## src/rtl/exibe_sequencia.sv

```systemverilog
// Plays stored jogadas 0..rodada on leds: each lit TEMPO_ACESO cycles, then dark TEMPO_APAGADO.
// Optional feature macro: EXIBE_PISCA_FIM_EN (all-on flash before FIM).
module exibe_sequencia #(
  parameter int unsigned TEMPO_ACESO   = 500,
  parameter int unsigned TEMPO_APAGADO = 250
) (
  input  logic       clock,
  input  logic       reset,
  input  logic       iniciar,
  input  logic       parar,
  input  logic [3:0] rodada,
  input  logic [3:0] mem_dado,
  output logic [3:0] mem_endereco,
  output logic [3:0] leds,
  output logic       ocupado,
  output logic       pronto,
  output logic [3:0] db_estado
);

  localparam int unsigned TMAX = (TEMPO_ACESO > TEMPO_APAGADO) ? TEMPO_ACESO : TEMPO_APAGADO;
  localparam int unsigned TW   = $clog2(TMAX + 1);

  localparam logic [TW-1:0] FIM_ACESO   = TW'(TEMPO_ACESO - 1);
  localparam logic [TW-1:0] FIM_APAGADO = TW'(TEMPO_APAGADO - 1);
`ifdef EXIBE_PISCA_FIM_EN
  localparam logic [TW-1:0] FIM_PISCA   = TW'(TEMPO_ACESO);
`endif

  typedef enum logic [3:0] {
    INICIAL = 4'd0,
    CARREGA = 4'd1,
    ACESO   = 4'd2,
    APAGADO = 4'd3,
    FIM     = 4'd4
`ifdef EXIBE_PISCA_FIM_EN
    ,
    PISCA   = 4'd5
`endif
  } estado_t;

  estado_t       state_q, state_d;
  logic [3:0]    leds_q, leds_d;
  logic [3:0]    end_q, end_d;
  logic [3:0]    rodada_q, rodada_d;
  logic [TW-1:0] timer_q, timer_d;
  logic          pronto_q, pronto_d;

  always_ff @(posedge clock or negedge reset) begin
    if (!reset) begin
      state_q  <= INICIAL;
      leds_q   <= '0;
      end_q    <= '0;
      rodada_q <= '0;
      timer_q  <= '0;
      pronto_q <= 1'b0;
    end else begin
      state_q  <= state_d;
      leds_q   <= leds_d;
      end_q    <= end_d;
      rodada_q <= rodada_d;
      timer_q  <= timer_d;
      pronto_q <= pronto_d;
    end
  end

  always_comb begin
    state_d  = state_q;
    leds_d   = leds_q;
    end_d    = end_q;
    rodada_d = rodada_q;
    timer_d  = timer_q;
    pronto_d = 1'b0;

    case (state_q)
      INICIAL: begin
        leds_d = '0;
        if (iniciar && !parar) begin
          rodada_d = rodada;
          end_d    = '0;
          timer_d  = '0;
          state_d  = CARREGA;
        end
      end
      CARREGA: begin
        leds_d  = mem_dado;
        timer_d = '0;
        state_d = ACESO;
      end
      ACESO: begin
        if (timer_q == FIM_ACESO) begin
          leds_d  = '0;
          timer_d = '0;
          state_d = APAGADO;
        end else begin
          timer_d = timer_q + 1'b1;
        end
      end
      APAGADO: begin
        if (timer_q == FIM_APAGADO) begin
          timer_d = '0;
          if (end_q == rodada_q) begin
`ifdef EXIBE_PISCA_FIM_EN
            state_d  = PISCA;
`else
            state_d  = FIM;
            pronto_d = 1'b1;
`endif
          end else begin
            end_d   = end_q + 4'd1;
            state_d = CARREGA;
          end
        end else begin
          timer_d = timer_q + 1'b1;
        end
      end
`ifdef EXIBE_PISCA_FIM_EN
      // One dark entry cycle, then TEMPO_ACESO lit cycles, then FIM.
      PISCA: begin
        if (timer_q == FIM_PISCA) begin
          leds_d   = '0;
          timer_d  = '0;
          state_d  = FIM;
          pronto_d = 1'b1;
        end else begin
          leds_d  = '1;
          timer_d = timer_q + 1'b1;
        end
      end
`endif
      FIM:     state_d = INICIAL;
      default: state_d = INICIAL;
    endcase

    // Abort overrides any in-flight transition, including the pronto pulse.
    if (parar && (state_q != INICIAL)) begin
      state_d  = INICIAL;
      leds_d   = '0;
      timer_d  = '0;
      pronto_d = 1'b0;
    end
  end

  always_comb begin
    ocupado = (state_q == CARREGA) || (state_q == ACESO) || (state_q == APAGADO)
`ifdef EXIBE_PISCA_FIM_EN
              || (state_q == PISCA)
`endif
              ;
  end

  assign db_estado    = state_q;
  assign leds         = leds_q;
  assign mem_endereco = end_q;
  assign pronto       = pronto_q;

endmodule
```

## config.mk

```make
export PLATFORM = sky130hd
export DESIGN_NAME = exibe_sequencia
export DESIGN_NICKNAME = d
export VERILOG_FILES = /design/src/rtl/exibe_sequencia.sv
export SDC_FILE = /design/constraint.sdc
export NUM_CORES = 1
export LEC_CHECK = 0
export CAP_MARGIN = 25
export CORE_MARGIN = 2
export CORE_UTILIZATION = 50
export CTS_CLUSTER_DIAMETER = 150
export DETAILED_ROUTE_END_ITERATION = 7
export GPL_TIMING_DRIVEN = 0
export PLACE_DENSITY = 0.77
export RECOVER_POWER = 25
export REMOVE_ABC_BUFFERS = 1
export SLEW_MARGIN = 20
export SYNTH_ARGS = -nofsm -noshare
export SYNTH_HDL_FRONTEND = slang
export SYNTH_SLANG_ARGS = --single-unit
```

## constraint.sdc

```tcl
create_clock -name clock -period 2.8 [get_ports clock]
set_input_delay 0.56 -clock clock [delete_from_list [all_inputs] [get_ports clock]]
set_output_delay 0.56 -clock clock [all_outputs]
set_load 0.02 [all_outputs]
```

* After elaboration in Yosys (flattened, before gate mapping)
Index checks and enable logic that the tools add are counted.
** Storage, ports and cells
- Output and inout bits :: 14
- Word-level logic and storage cells :: 57
- Bits in registers :: 26
** Operators by class
- Add/subtract/negate cells :: 2
- Mux-type cells :: 22
- Equal/unequal tests :: 12
- Reductions and logical operators :: 15
** Operator list (number)
- $mux 4 :: 9
- $mux 9 :: 4
- $pmux 9 s4 :: 1
- $pmux 4 s4 :: 1
- $pmux 4 s3 :: 1
- $add 9x1->9 const B :: 1
- $eq 9x8->1 const B :: 1
- $eq 9x9->1 const B :: 1
- $ne 3x3->1 const B :: 3
- $eq 4x2->1 const B :: 2
- $pmux 4 s2 :: 1
- $reduce_bool 4->1 :: 2
- $ne 2x2->1 const B :: 3
- $reduce_and 2->1 :: 3
- $reduce_bool 5->1 :: 1
- $add 4x1->4 const B :: 1
- $eq 4x1->1 const B :: 1
- $eq 4x4->1 :: 1
- $logic_not 4->1 :: 1
- $mux 1 :: 4
- $reduce_and 4->1 :: 1
- $mux 3 :: 1
- $reduce_and 3->1 :: 1
- $logic_and 1x1->1 :: 2
- 3 further kinds :: 4

* Longest topological paths before layout
- Word-level depth :: 5
- Gate-level depth with buffers :: 6
- Depth with buffers taken out :: 6

* Least setup slack after synthesis
No wires, ideal clock.
- Kind :: register to register
- Start :: reg end_q[3], in the netlist mem_endereco[3]
- End :: reg state_q[2], in the netlist db_estado[2]
- Data arrival time :: 1776 ps
- Setup slack :: 928 ps
- Required time :: 2704 ps
- Setup time :: 96 ps
- Stages on the path, launching flop included :: 5
- Buffers on the path :: 0
- Path through :: dfrtp_1 -> xor2_1 -> or4_4 -> or3_4 -> nor4_2
** Between the ends
- Word-level cells in the longest chain between the ends :: 5
** RTL lines
- from (decl) :: line 43 : logic [3:0] end_q, end_d;
- from (signal assigned) :: line 59 : end_q <= end_d;
- $eq 4x4->1 :: line 101 : if (end_q == rodada_q) begin
- $mux 3 :: line 101
- $mux 4 :: line 99 : if (timer_q == FIM_APAGADO) begin
- $pmux 4 s4 :: line 74 : case (state_q)
- $mux 4 :: line 135 : if (parar && (state_q != INICIAL)) begin
- to (signal assigned) :: line 57 : state_q <= state_d;
- to (decl) :: line 41 : estado_t state_q, state_d;
No other way between the ends. The select of a mux whose other input is x is not followed.
A chain may end at the register's enable or synchronous reset.

* Worst setup path after layout
- Start :: reg state_q[0], in the netlist db_estado[0]
- End :: out ocupado
** Between the ends
- Word-level cells in the longest chain between the ends :: 3
** RTL lines
- $eq 4x1->1 / $eq 4x2->1 (equally long branches) :: line 144 : ocupado = (state_q == CARREGA) || (state_q == ACESO) || (state_q == APAGADO)
- $logic_or 1x1->1 :: line 144
- $logic_or 1x1->1 * :: line 144
- to (decl) :: line 15 : output logic ocupado,
Mark *: on every way between the ends. The rest lies on a longest branch, timed or not.

==> impl_metrics.py <==
metrics = {
    "floorplanning": {
        "fp-row-count": 19,
        "initial_core_util_pct": 52.6,
        "io_pins": 26,
        "die_y_um": 57.9,
        "coreArea_um2": 2760,
        "die_x_um": 57.9,
        "die_area_um2": 3350,
    },
    "logic_synthesis": {
        "synth_edf_count": 0,
        "syn_avg_cell_area_um2": 9.67,
        "synth_compound_gate_area_share_pct": 15.9,
        "synth_cells": 150,
        "synth_mux_area_share_pct": 4.49,
        "synth.most_common_cell": "dfrtp_1",
        "ys_seq_area_share_pct": 43.1,
        "synth_top_family_by_area": "simple AND/OR/NAND/NOR gates",
        "yosys-top-cells-area": "dfrtp_1, nand3_1, nand2_1",
        "netlist_top_cells_count": "dfrtp_1, nand2_1, nand3_1",
        "synthFlopType": "dfrtp_1",
        "async_flop_share_pct": 100,
        "synth_adder_area_share_pct": 2.59,
        "syn_area_um2": 1450,
        "synthDistinctLibCells": 48,
        "synth-seq-cells": 25,
        "yosys.area_share.simple_pct": 26.9,
        "yosys_warnings": 0,
        "synth-xor-area-share_pct": 2.42,
        "yosys.area.top_type": "dfrtp_1",
        "synth_top_area_share_pct": 43.1,
    },
    "cells_and_area": {
        "finish.utilization_pct": 62.6,
        "syn_to_final_growth_pct": 19.1,
        "nNetsFinal": 187,
        "insertedDiodeCount": 0,
        "drive_gt1_share_pct": 8.19,
    },
    "clocking": {
        "cts_setup_buffers": 0,
        "cts_root_buf": "clkbuf_4",
        "cts_tree": "done",
        "cts-resized-gates": 0,
        "cts_made_buffers": 3,
        "clkTransAtPathRegs_ns": 0.15,
        "h-tree-depth": 1,
        "clockBufferDepth": 2,
        "cts_sinks": 25,
        "cts_hold_buf": 0,
        "insertion_delay_ns": 0.33,
    },
    "worst_setup_path": {
        "cp-end-kind": "output port",
        "r2r_setup_slack_ns": 0.91,
        "cp.required_ns": 2.24,
        "path_class": "flip-flop to output port",
        "cp-start-kind": "flip-flop",
        "cp.arrival_ns": 1.70,
        "cp_max_fo": 11,
    },
    "place": {
        "port_buffers": 24,
        "detailedPlacementHpwl_um": 2350,
        "gp_congestion": 0.841,
    },
    "drt": {
        "route.vias.total": 1271,
        "postRouteAntennaNets": 0,
        "drtIter0Drc": 57,
        "drc": 0,
        "dr.pass1.iters": 4,
        "avgViaCountPerCell": 6.29,
        "avgRoutedWirePerCell_um": 15.4,
        "wl_um": 3120,
    },
    "power_and_ir_drop": {
        "p_leak_nw": 0.680,
        "vdd_drop_max_mv": 0.580,
        "p_total_mw": 1.15,
        "power.density_nw_per_um2": 663,
    },
    "hold_path": {
        "min_path_type": "flip-flop to flip-flop",
    },
    "timing": {
        "period_minus_slack_ns": 2.26,
        "fmax_mhz": 442,
        "hold_violations": 0,
        "setup_viol": 0,
        "worstMarginPinSlew_ns": 0.879,
        "rsz0062_at_grt": "no",
        "maxSlewHeadroom_pct": 40.7,
        "finalCritPeriodShare_pct": 80.8,
        "skew_ns": 0.0102,
        "fin_setup_tns_ns": 0,
        "drv_slew": 0,
        "fin_hold_ws_ns": 0.524,
    },
    "flow_run": {
        "cap_violations": 0,
    },
    "global_routing": {
        "grt_max_degree": 16,
        "first_global_vias": 1152,
        "antenna_found_initial": 0,
        "grt_pass1_wl_um": 5480,
        "grtUsageTotal_pct": 21.0,
        "overflow": 0,
    },
    "run_status": {
        "status": "completed",
    },
}
## cells in the final DEF, fill, tap and decap left out, drive strengths merged, types with 3 or more instances in the layout
cell type and count:
dfrtp 25, clkdlybuf4s50 23, nand2 14, nand3 13
inv 7, nor2 5, o21ai 5, or3 5
xor2 4, a22o 4, mux2 4, nand4 4
nor4 4, clkbuf 4, nand2b 3, o211ai 3
o31ai 3, ha 3, or4 3
## power breakdown
part | switching, mW | leakage (nW) | internal (mW)
Sequential | 0.0917 | 0.336 | 0.432
Clock | 0.115 | 0.0139 | 0.0547
Combinational | 0.240 | 0.330 | 0.212
Total | 0.447 | 0.680 | 0.699
## stage by stage
stage                     instances  setup WS, ns  area, µm²
final                           202         0.538       1730
after global routing            202         0.418       1730
after CTS                       202         0.525       1740
after detailed placement        198         0.339       1710
after global placement          197         0.431       1690
after floorplan                 142         0.928       1410
## registers in the layout, summed over array words and instances, names as in the netlist
signal	cells
timer_q	9
leds	4
mem_endereco	4
rodada_q	4
db_estado	3
pronto	1
## area by class of cell
class	count	area (µm²)
Fill cell	246	1030
Sequential cell	25	626
Multi-Input combinational cell	110	762
Timing Repair Buffer	25	244
Tap cell	31	38.8
Clock inverter	1	7.51
Inverter	7	26.3
Clock buffer	3	22.5
## kinds of logic after synthesis
group                    Yosys count
buffers and inverters             15
adder cells (fa/ha/maj)            3
flip-flops                        25
AND/OR/NAND/NOR                   66
XOR/XNOR                           4
other                              1
AO/OA/AOI/OAI                     30
multiplexers                       6
## metal layers
layer	track usage, %	up-vias	share of wire (%)
li1	-	607	-
met1	28.5	633	45
met2	33.4	26	49
met3	2.90	5	4.0
met4	9.30	0	1.6
met5	0	-	0
## worst paths after layout
kind | end | cells after the start | startpoint
setup / recovery | ocupado | 3 | db_estado[0]
hold / removal | leds[3] | 1 | leds[3]
setup reg to reg | db_estado[2] | 4 | mem_endereco[2]
hold reg to reg | leds[3] | 1 | leds[3]
max in group asynchronous | mem_endereco[0] | 2 | reset
min in group asynchronous | timer_q[3] | 1 | reset
## worst max-delay path: stages (launching register included)
cell and delay [ns]:
dfrtp_1 0.56, nor2_1 0.11, nor2_1 0.09, clkdlybuf4s50_1 0.61
Power figures use the tool's default switching activity.
